===== config.mk =====
export PLATFORM = sky130hd
export DESIGN_NAME = instr_fetch_mem_flat
export DESIGN_NICKNAME = d
export VERILOG_FILES = /design/src/rtl/instr_fetch_mem_if.sv /design/src/rtl/instr_fetch_mem.sv /design/src/flat_wrapper.sv
export SDC_FILE = /design/constraint.sdc
export NUM_CORES = 1
export LEC_CHECK = 0
export BUFFER_PORTS_ARGS = -buffer_cell sky130_fd_sc_hd__buf_2
export CORE_ASPECT_RATIO = 2
export CORE_MARGIN = 2
export CORE_UTILIZATION = 44
export CTS_CLUSTER_SIZE = 30
export DETAILED_ROUTE_END_ITERATION = 6
export PLACE_DENSITY = 0.64
export SLEW_MARGIN = 20
export SYNTH_ARGS = -nofsm -noshare
export SYNTH_HDL_FRONTEND = slang
export SYNTH_SLANG_ARGS = --single-unit
export TNS_END_PERCENT = 1

===== constraint.sdc =====
create_clock -name clk -period 9.4 [get_ports clk]
set_input_delay 2.82 -clock clk [delete_from_list [all_inputs] [get_ports clk]]
set_output_delay 2.82 -clock clk [all_outputs]
set_load 0.01 [all_outputs]

===== src/rtl/instr_fetch_mem_if.sv =====
// Fetch-side bus between the PC/loader logic and the instruction store.
// Latency: n/a (wires only).
// Backpressure: mem_conflict from the master stalls fetch; ready from the slave gates fetch/load.
//
// Ports (signals):
//   pc, fetch_req, mem_conflict            fetch request side (master -> slave)
//   load_en, load_addr, load_data          loader write port  (master -> slave)
//   instr, instr_valid, fault, ready       fetch result/status (slave -> master)
interface instr_fetch_mem_if #(
    parameter int INSTR_W = 16,
    parameter int DEPTH   = 64,
    parameter int PC_W    = 16
);
    localparam int AW = $clog2(DEPTH);

    logic [PC_W-1:0]    pc;
    logic               fetch_req;
    logic               mem_conflict;
    logic               load_en;
    logic [AW-1:0]      load_addr;
    logic [INSTR_W-1:0] load_data;

    logic [INSTR_W-1:0] instr;
    logic               instr_valid;
    logic               fault;
    logic               ready;

    // Master: PC/loader side driving requests.
    modport master (
        output pc, fetch_req, mem_conflict, load_en, load_addr, load_data,
        input  instr, instr_valid, fault, ready
    );

    // Slave: the instruction memory.
    modport slave (
        input  pc, fetch_req, mem_conflict, load_en, load_addr, load_data,
        output instr, instr_valid, fault, ready
    );
endinterface


===== src/rtl/instr_fetch_mem.sv =====
// Instruction memory for the fetch stage with loader port, self-clearing init and range fault.
// Latency: 1 cycle from accepted fetch (fetch_req & ~mem_conflict & ready) to instr/instr_valid.
// Backpressure: mem_conflict holds instr/instr_valid/fault; ready=0 during init ignores fetch and load.
//
// Ports:
//   clk          clock, all state updates on posedge
//   rst          synchronous active-high reset; restarts the init sweep
//   bus (slave)  pc/fetch_req/mem_conflict in, load_en/load_addr/load_data in,
//                instr/instr_valid/fault/ready out (all outputs registered)
module instr_fetch_mem #(
    parameter int                   INSTR_W    = 16,
    parameter int                   DEPTH      = 64,
    parameter int                   PC_W       = 16,
    parameter int                   ADDR_SHIFT = 0,
    parameter logic [INSTR_W-1:0]   NOP_WORD   = 16'h0800
) (
    input  logic                  clk,
    input  logic                  rst,
    instr_fetch_mem_if.slave      bus
);
    localparam int AW = $clog2(DEPTH);

    // Comparison width wide enough to hold both the full shifted PC and DEPTH,
    // so an out-of-range PC is never aliased into range by truncation.
    localparam int CW = ((PC_W > 31) ? PC_W : 31) + 1;
    localparam logic [CW-1:0] DEPTH_C = CW'(DEPTH);
    localparam logic [AW-1:0] LAST_IDX = AW'(DEPTH - 1);

    typedef enum logic {
        ST_INIT = 1'b0,
        ST_RUN  = 1'b1
    } state_t;

    // ------------------------------------------------------------------
    // State and registered outputs
    // ------------------------------------------------------------------
    state_t              state_q;
    logic [AW-1:0]       init_cnt_q;
    logic [INSTR_W-1:0]  instr_q;
    logic                instr_valid_q;
    logic                fault_q;
    logic                ready_q;

    logic [INSTR_W-1:0]  mem_q [DEPTH];

    // ------------------------------------------------------------------
    // Fetch index decode
    // ------------------------------------------------------------------
    logic [PC_W-1:0]     idx;
    logic [CW-1:0]       idx_ext;
    logic                in_range;
    logic [AW-1:0]       rd_idx;
    logic [INSTR_W-1:0]  rd_word;
    logic                fetch_acc;

    // Low ADDR_SHIFT bits are simply dropped; misaligned PCs are not flagged.
    assign idx      = bus.pc >> ADDR_SHIFT;
    assign idx_ext  = CW'(idx);
    assign in_range = (idx_ext < DEPTH_C);
    assign rd_idx   = idx[AW-1:0];

    // mem_q is only updated by non-blocking writes, so a same-cycle load to
    // the fetched index still returns the old word (read-before-write).
    assign rd_word  = mem_q[rd_idx];

    assign fetch_acc = (state_q == ST_RUN) && !bus.mem_conflict && bus.fetch_req;

    // ------------------------------------------------------------------
    // Memory write port: init sweep owns it during INIT, loader during RUN
    // ------------------------------------------------------------------
    logic                mem_we;
    logic [AW-1:0]       mem_waddr;
    logic [INSTR_W-1:0]  mem_wdata;

    always_comb begin
        mem_we    = 1'b0;
        mem_waddr = init_cnt_q;
        mem_wdata = NOP_WORD;
        if (!rst) begin
            if (state_q == ST_INIT) begin
                mem_we = 1'b1;
            end else if (bus.load_en) begin
                mem_we    = 1'b1;
                mem_waddr = bus.load_addr;
                mem_wdata = bus.load_data;
            end
        end
    end

    // Array contents are not reset; the init sweep clears them instead.
    always_ff @(posedge clk) begin
        if (mem_we) begin
            mem_q[mem_waddr] <= mem_wdata;
        end
    end

    // ------------------------------------------------------------------
    // Control FSM with registered outputs
    // ------------------------------------------------------------------
    always_ff @(posedge clk) begin
        if (rst) begin
            state_q       <= ST_INIT;
            init_cnt_q    <= '0;
            instr_q       <= NOP_WORD;
            instr_valid_q <= 1'b0;
            fault_q       <= 1'b0;
            ready_q       <= 1'b0;
        end else begin
            case (state_q)
                ST_INIT: begin
                    instr_valid_q <= 1'b0;
                    fault_q       <= 1'b0;
                    init_cnt_q    <= init_cnt_q + 1'b1;
                    if (init_cnt_q == LAST_IDX) begin
                        state_q <= ST_RUN;
                        ready_q <= 1'b1;
                    end
                end
                ST_RUN: begin
                    // Under conflict nothing is accepted and all fetch outputs hold.
                    if (!bus.mem_conflict) begin
                        instr_valid_q <= fetch_acc;
                        if (fetch_acc) begin
                            if (in_range) begin
                                instr_q <= rd_word;
                                fault_q <= 1'b0;
                            end else begin
                                instr_q <= NOP_WORD;
                                fault_q <= 1'b1;
                            end
                        end else begin
                            fault_q <= 1'b0;
                        end
                    end
                end
                default: begin
                    state_q <= ST_INIT;
                end
            endcase
        end
    end

    assign bus.instr       = instr_q;
    assign bus.instr_valid = instr_valid_q;
    assign bus.fault       = fault_q;
    assign bus.ready       = ready_q;
endmodule


===== src/flat_wrapper.sv =====
// flat-port wrapper written by rule: the top's interface ports become plain ports
module instr_fetch_mem_flat 
#(
    parameter int                   INSTR_W    = 16,
    parameter int                   DEPTH      = 64,
    parameter int                   PC_W       = 16,
    parameter int                   ADDR_SHIFT = 0,
    parameter logic [INSTR_W-1:0]   NOP_WORD   = 16'h0800
)
  (clk, rst, bus_pc, bus_fetch_req, bus_mem_conflict, bus_load_en, bus_load_addr, bus_load_data, bus_instr, bus_instr_valid, bus_fault, bus_ready);
  instr_fetch_mem_if #(.INSTR_W(INSTR_W), .DEPTH(DEPTH), .PC_W(PC_W)) bus_i ();
  input  logic clk;
  input  logic rst;
  input wire logic [$bits(bus_i.pc)-1:0] bus_pc;
  input wire logic [$bits(bus_i.fetch_req)-1:0] bus_fetch_req;
  input wire logic [$bits(bus_i.mem_conflict)-1:0] bus_mem_conflict;
  input wire logic [$bits(bus_i.load_en)-1:0] bus_load_en;
  input wire logic [$bits(bus_i.load_addr)-1:0] bus_load_addr;
  input wire logic [$bits(bus_i.load_data)-1:0] bus_load_data;
  output wire logic [$bits(bus_i.instr)-1:0] bus_instr;
  output wire logic [$bits(bus_i.instr_valid)-1:0] bus_instr_valid;
  output wire logic [$bits(bus_i.fault)-1:0] bus_fault;
  output wire logic [$bits(bus_i.ready)-1:0] bus_ready;
  assign bus_i.pc = bus_pc;
  assign bus_i.fetch_req = bus_fetch_req;
  assign bus_i.mem_conflict = bus_mem_conflict;
  assign bus_i.load_en = bus_load_en;
  assign bus_i.load_addr = bus_load_addr;
  assign bus_i.load_data = bus_load_data;
  assign bus_instr = bus_i.instr;
  assign bus_instr_valid = bus_i.instr_valid;
  assign bus_fault = bus_i.fault;
  assign bus_ready = bus_i.ready;
  instr_fetch_mem #(.INSTR_W(INSTR_W), .DEPTH(DEPTH), .PC_W(PC_W), .ADDR_SHIFT(ADDR_SHIFT), .NOP_WORD(NOP_WORD)) u_core (.clk(clk), .rst(rst), .bus(bus_i));
endmodule

==> summary.md <==
| Metric | Value |
|---|---|
| Unrepaired setup endpoints after global routing | `no` |
| Synth warn | `0` |
| Max IR drop VDD | `0.130 mV` |
| Internal power | `7.09 mW` |
| TritonCTS buffer count | `84` |
| First-pass GRT wire length | `154 mm` |
| CP Cell Sequence | `buf_8 -> buf_12 -> buf_4 -> mux4_2 -> nor2b_1 -> a211oi_1 -> or4_1 -> nand3_1` |
| Setup Crit Path Kind | `in -> reg` |
| Register area share after synthesis | `76.9%` |
| Antenna viol nets, final | `0` |
| Layout Skew | `42.1 ps` |
| Initial Utilization | `44.4%` |
| Largest net degree at the start of global routing | `118` |
| Min Clock Period, post-route | `5700 ps` |
| Critical path data arrival time | `6260 ps` |
| H-Tree Depth | `3` |
| Async SR Flop Fraction | `0%` |
| Width of the die | `219 um` |
| DR DRC count | `0` |
| # IOs | `62` |
| Slowest stage cell, crit path | `a211oi_1` |
| # placed instances | `3,181` |
| Setup crit start kind | `primary input` |
| First DRT Iteration DRCs | `2,040` |
| Post-synth cell types | `60` |
| Worst-Margin Slew | `1220 ps` |
| Seq cells post-synth | `1,050` |
| Area Growth Syn to Fin | `11.8%` |
| Worst-Skew Late Latency | `670 ps` |
| Final hold vios | `0` |
| Crit. End Element | `flop` |
| CTS clk-pin slew, worst paths | `70 ps` |
| DP HPWL | `68.9 mm` |
| Layout fillers | `7,378` |
| Worst slew margin | `18.2%` |
| NumNets Final | `2,119` |
| Post-CTS sizing | `0` |
| Setup violators final | `0` |
| Comb power frac | `3.8%` |
| Outcome | `finished clean` |
| Share of layout cells above drive strength 1 | `26.0%` |
| DR pass1 iterations | `7` |
| Period utilisation layout | `60.7%` |
| Final Max Slew Viols | `0` |
| Data required time of the worst path | `9950 ps` |
| Clk sinks | `1,050` |
| Reg power frac | `56.8%` |
| Vias in the first global route | `20,800` |
| Total gr overflow | `0` |
| Synth Cell Area | `40,700 um^2` |
| Mapped Cells | `1,930` |
| Post-CTS Setup Bufs | `0` |
| Routed wire length per instance | `32.7 um` |
| Total detailed-routing wirelength | `109 mm` |
| Clock share of power | `39.4%` |
| Syn_area_per_cell | `21.1 um^2` |
| Syn_nets | `1,974` |
| Cts-stage hold buffer count | `0` |
| Setup TNS Final | `0 ps` |
| Post-DR vias/cell | `6.07` |
| Power Density | `196 nW/um^2` |
| CP Max Fanout | `117` |
| Switch Pwr | `1.84 mW` |
| CTS tree | `done` |
| CP peak stage delay | `660 ps` |
| Worst Hold Class | `reg -> reg` |
| Placeable Area | `91,500 um^2` |
| Initial antenna violation count | `4` |
| Non-Filler Instances | `3,337` |
| Die Footprint | `95,000 um^2` |
| Leak | `16.1 nW` |
| Post-synth EDFFs | `1,024` |
| Clk buf depth | `3` |
| Vias | `20,300` |
| Max Cap Violations | `0` |
| Port Buffers | `61` |
| Row cnt | `157` |
| Achievable frequency | `175 MHz` |
| GRT Total Usage | `23.4%` |
| Routability congestion estimate | `0.892` |
| Root Driver | `clkbuf_16` |
| Die Y | `434 um` |
| Synth Flop Type | `edfxtp_1` |
| Tot Pwr | `8.93 mW` |
| Sw Ratio | `20.6%` |
==> sequential cells by signal (all words and copies together) (netlist names) <==
signal                  cells
u_core.bus.ready            1
u_core.mem_q             1024
u_core.bus.fault            1
u_core.init_cnt_q           6
u_core.bus.instr_valid      1
u_core.bus.instr           16
u_core.state_q              1
==> per-stage QoR <==
| step | instance area, um^2 | setup slack, ps | hold WS (ps) | utilization (%) |
|---|---|---|---|---|
| floorplan | 40700 | 4400 | 482 | - |
| global placement | 42700 | 2880 | 458 | 46.6 |
| detailed placement | 42700 | 2880 | 490 | 46.7 |
| CTS | 45400 | 3590 | 500 | 49.6 |
| global route | 45400 | 3540 | 522 | 49.6 |
| finish | 45400 | 3700 | 499 | 49.6 |
==> layout make-up <==
class | instances | area, um^2 | area share [%]
antenna | 3 | 7.51 | 0.0165
clock buffer | 106 | 2230 | 4.92
clock inverter | 47 | 457 | 1.00
inverter | 5 | 18.8 | 0.0413
multi-input combinational | 776 | 8880 | 19.5
sequential | 1050 | 31300 | 68.8
tap | 1192 | 1490 | 3.28
timing repair buffer | 158 | 1090 | 2.40
==> cells by family after synthesis <==
| logic type | count (synthesis) | share of synthesized area [%] |
|---|---|---|
| xor+xnor | 4 | 0.0862 |
| simple gates | 280 | 3.35 |
| compound gates | 160 | 2.91 |
| mux | 331 | 15.3 |
| fa+ha+maj | 1 | 0.0308 |
| buf+inv | 104 | 1.43 |
| flops | 1050 | 76.9 |
==> Yosys cell counts, types with 3 or more instances <==
master / number / area (um^2)
edfxtp_1: 1024 / 30700
mux4_2: 231 / 5200
mux2i_1: 87 / 871
nor2_1: 84 / 315
nand2_1: 69 / 259
a22oi_1: 48 / 360
buf_2: 34 / 170
nand3_1: 31 / 155
buf_4: 26 / 195
clkbuf_1: 26 / 97.6
dfxtp_1: 26 / 521
and2_1: 24 / 150
o22ai_1: 21 / 131
a21oi_1: 16 / 80.1
a221oi_1: 16 / 140
a211oi_1: 14 / 105
nor2b_1: 14 / 87.6
mux2_2: 13 / 146
nand2b_1: 12 / 75.1
nor4_1: 11 / 68.8
or4_1: 8 / 60.1
buf_1: 7 / 26.3
and3_1: 6 / 37.5
o22a_1: 6 / 52.6
a211o_1: 5 / 43.8
a32o_1: 5 / 50.1
nand3b_1: 5 / 37.5
or3_1: 5 / 31.3
buf_6: 4 / 45.0
inv_1: 4 / 15.0
o21ai_0: 4 / 20.0
nand4b_1: 3 / 26.3
o21ai_1: 3 / 15.0
o31ai_1: 3 / 22.5
xor2_1: 3 / 26.3
==> cells in the final DEF, fill, tap and decap left out, drive strengths merged, types with 3 or more instances in the layout <==
cell type / count
a211o: 5
a211oi: 14
a21oi: 16
a221oi: 16
a22oi: 48
a32o: 5
and2: 24
and3: 6
buf: 158
bufinv: 7
clkbuf: 106
clkinv: 30
clkinvlp: 6
dfxtp: 26
diode: 3
edfxtp: 1024
inv: 9
mux2: 13
mux2i: 87
mux4: 231
nand2: 69
nand2b: 12
nand3: 31
nand3b: 5
nand4b: 3
nor2: 84
nor2b: 14
nor4: 11
o21ai: 7
o22a: 6
o22ai: 21
o31ai: 3
or3: 5
or4: 8
xor2: 3
==> metal layers <==
metal | vias to the layer above | routed length [um] | track usage (%)
li1 | 8338 | - | -
met2 | 840 | 58400 | 41.4
met3 | 236 | 5540 | 3.00
met4 | 4 | 8280 | 16.1
met1 | 10800 | 36900 | 26.0
met5 | - | 26 | 0
==> worst paths after layout <==
kind / startpoint / end / cells past startpoint / slack, ps
setup / recovery: bus_pc[1] / u_core.bus.instr[6]$_SDFFE_PP0P_ / 8 / 3700
hold / removal: u_core.bus.instr[15]$_SDFFE_PP0P_ / u_core.bus.instr[15]$_SDFFE_PP0P_ / 2 / 500
setup reg to reg: u_core.state_q$_SDFF_PP0_ / u_core.mem_q[9][9]$_DFFE_PP_ / 5 / 5560
hold reg to reg: u_core.bus.instr[15]$_SDFFE_PP0P_ / u_core.bus.instr[15]$_SDFFE_PP0P_ / 2 / 500
==> power by group through the flow <==
| stage | Combinational (mW) | Sequential, mW | Clock, mW |
|---|---|---|---|
| after floorplan | 0.218 | 5.17 | 0 |
| after detailed placement | 0.340 | 5.18 | 0 |
| after global routing | 0.350 | 5.07 | 3.73 |
| after global placement | 0.336 | 5.18 | 0 |
| after CTS | 0.341 | 5.07 | 3.57 |
| final | 0.337 | 5.07 | 3.52 |
==> worst max-delay path: cells and delay by family <==
kind	cells	cell delay, ps
and+or+nand+nor	3	560
AOI/OAI and AO/OA	1	660
buffers and inverters	3	1630
muxes	1	390
Note: power is estimated with default switching activity, not from simulation.
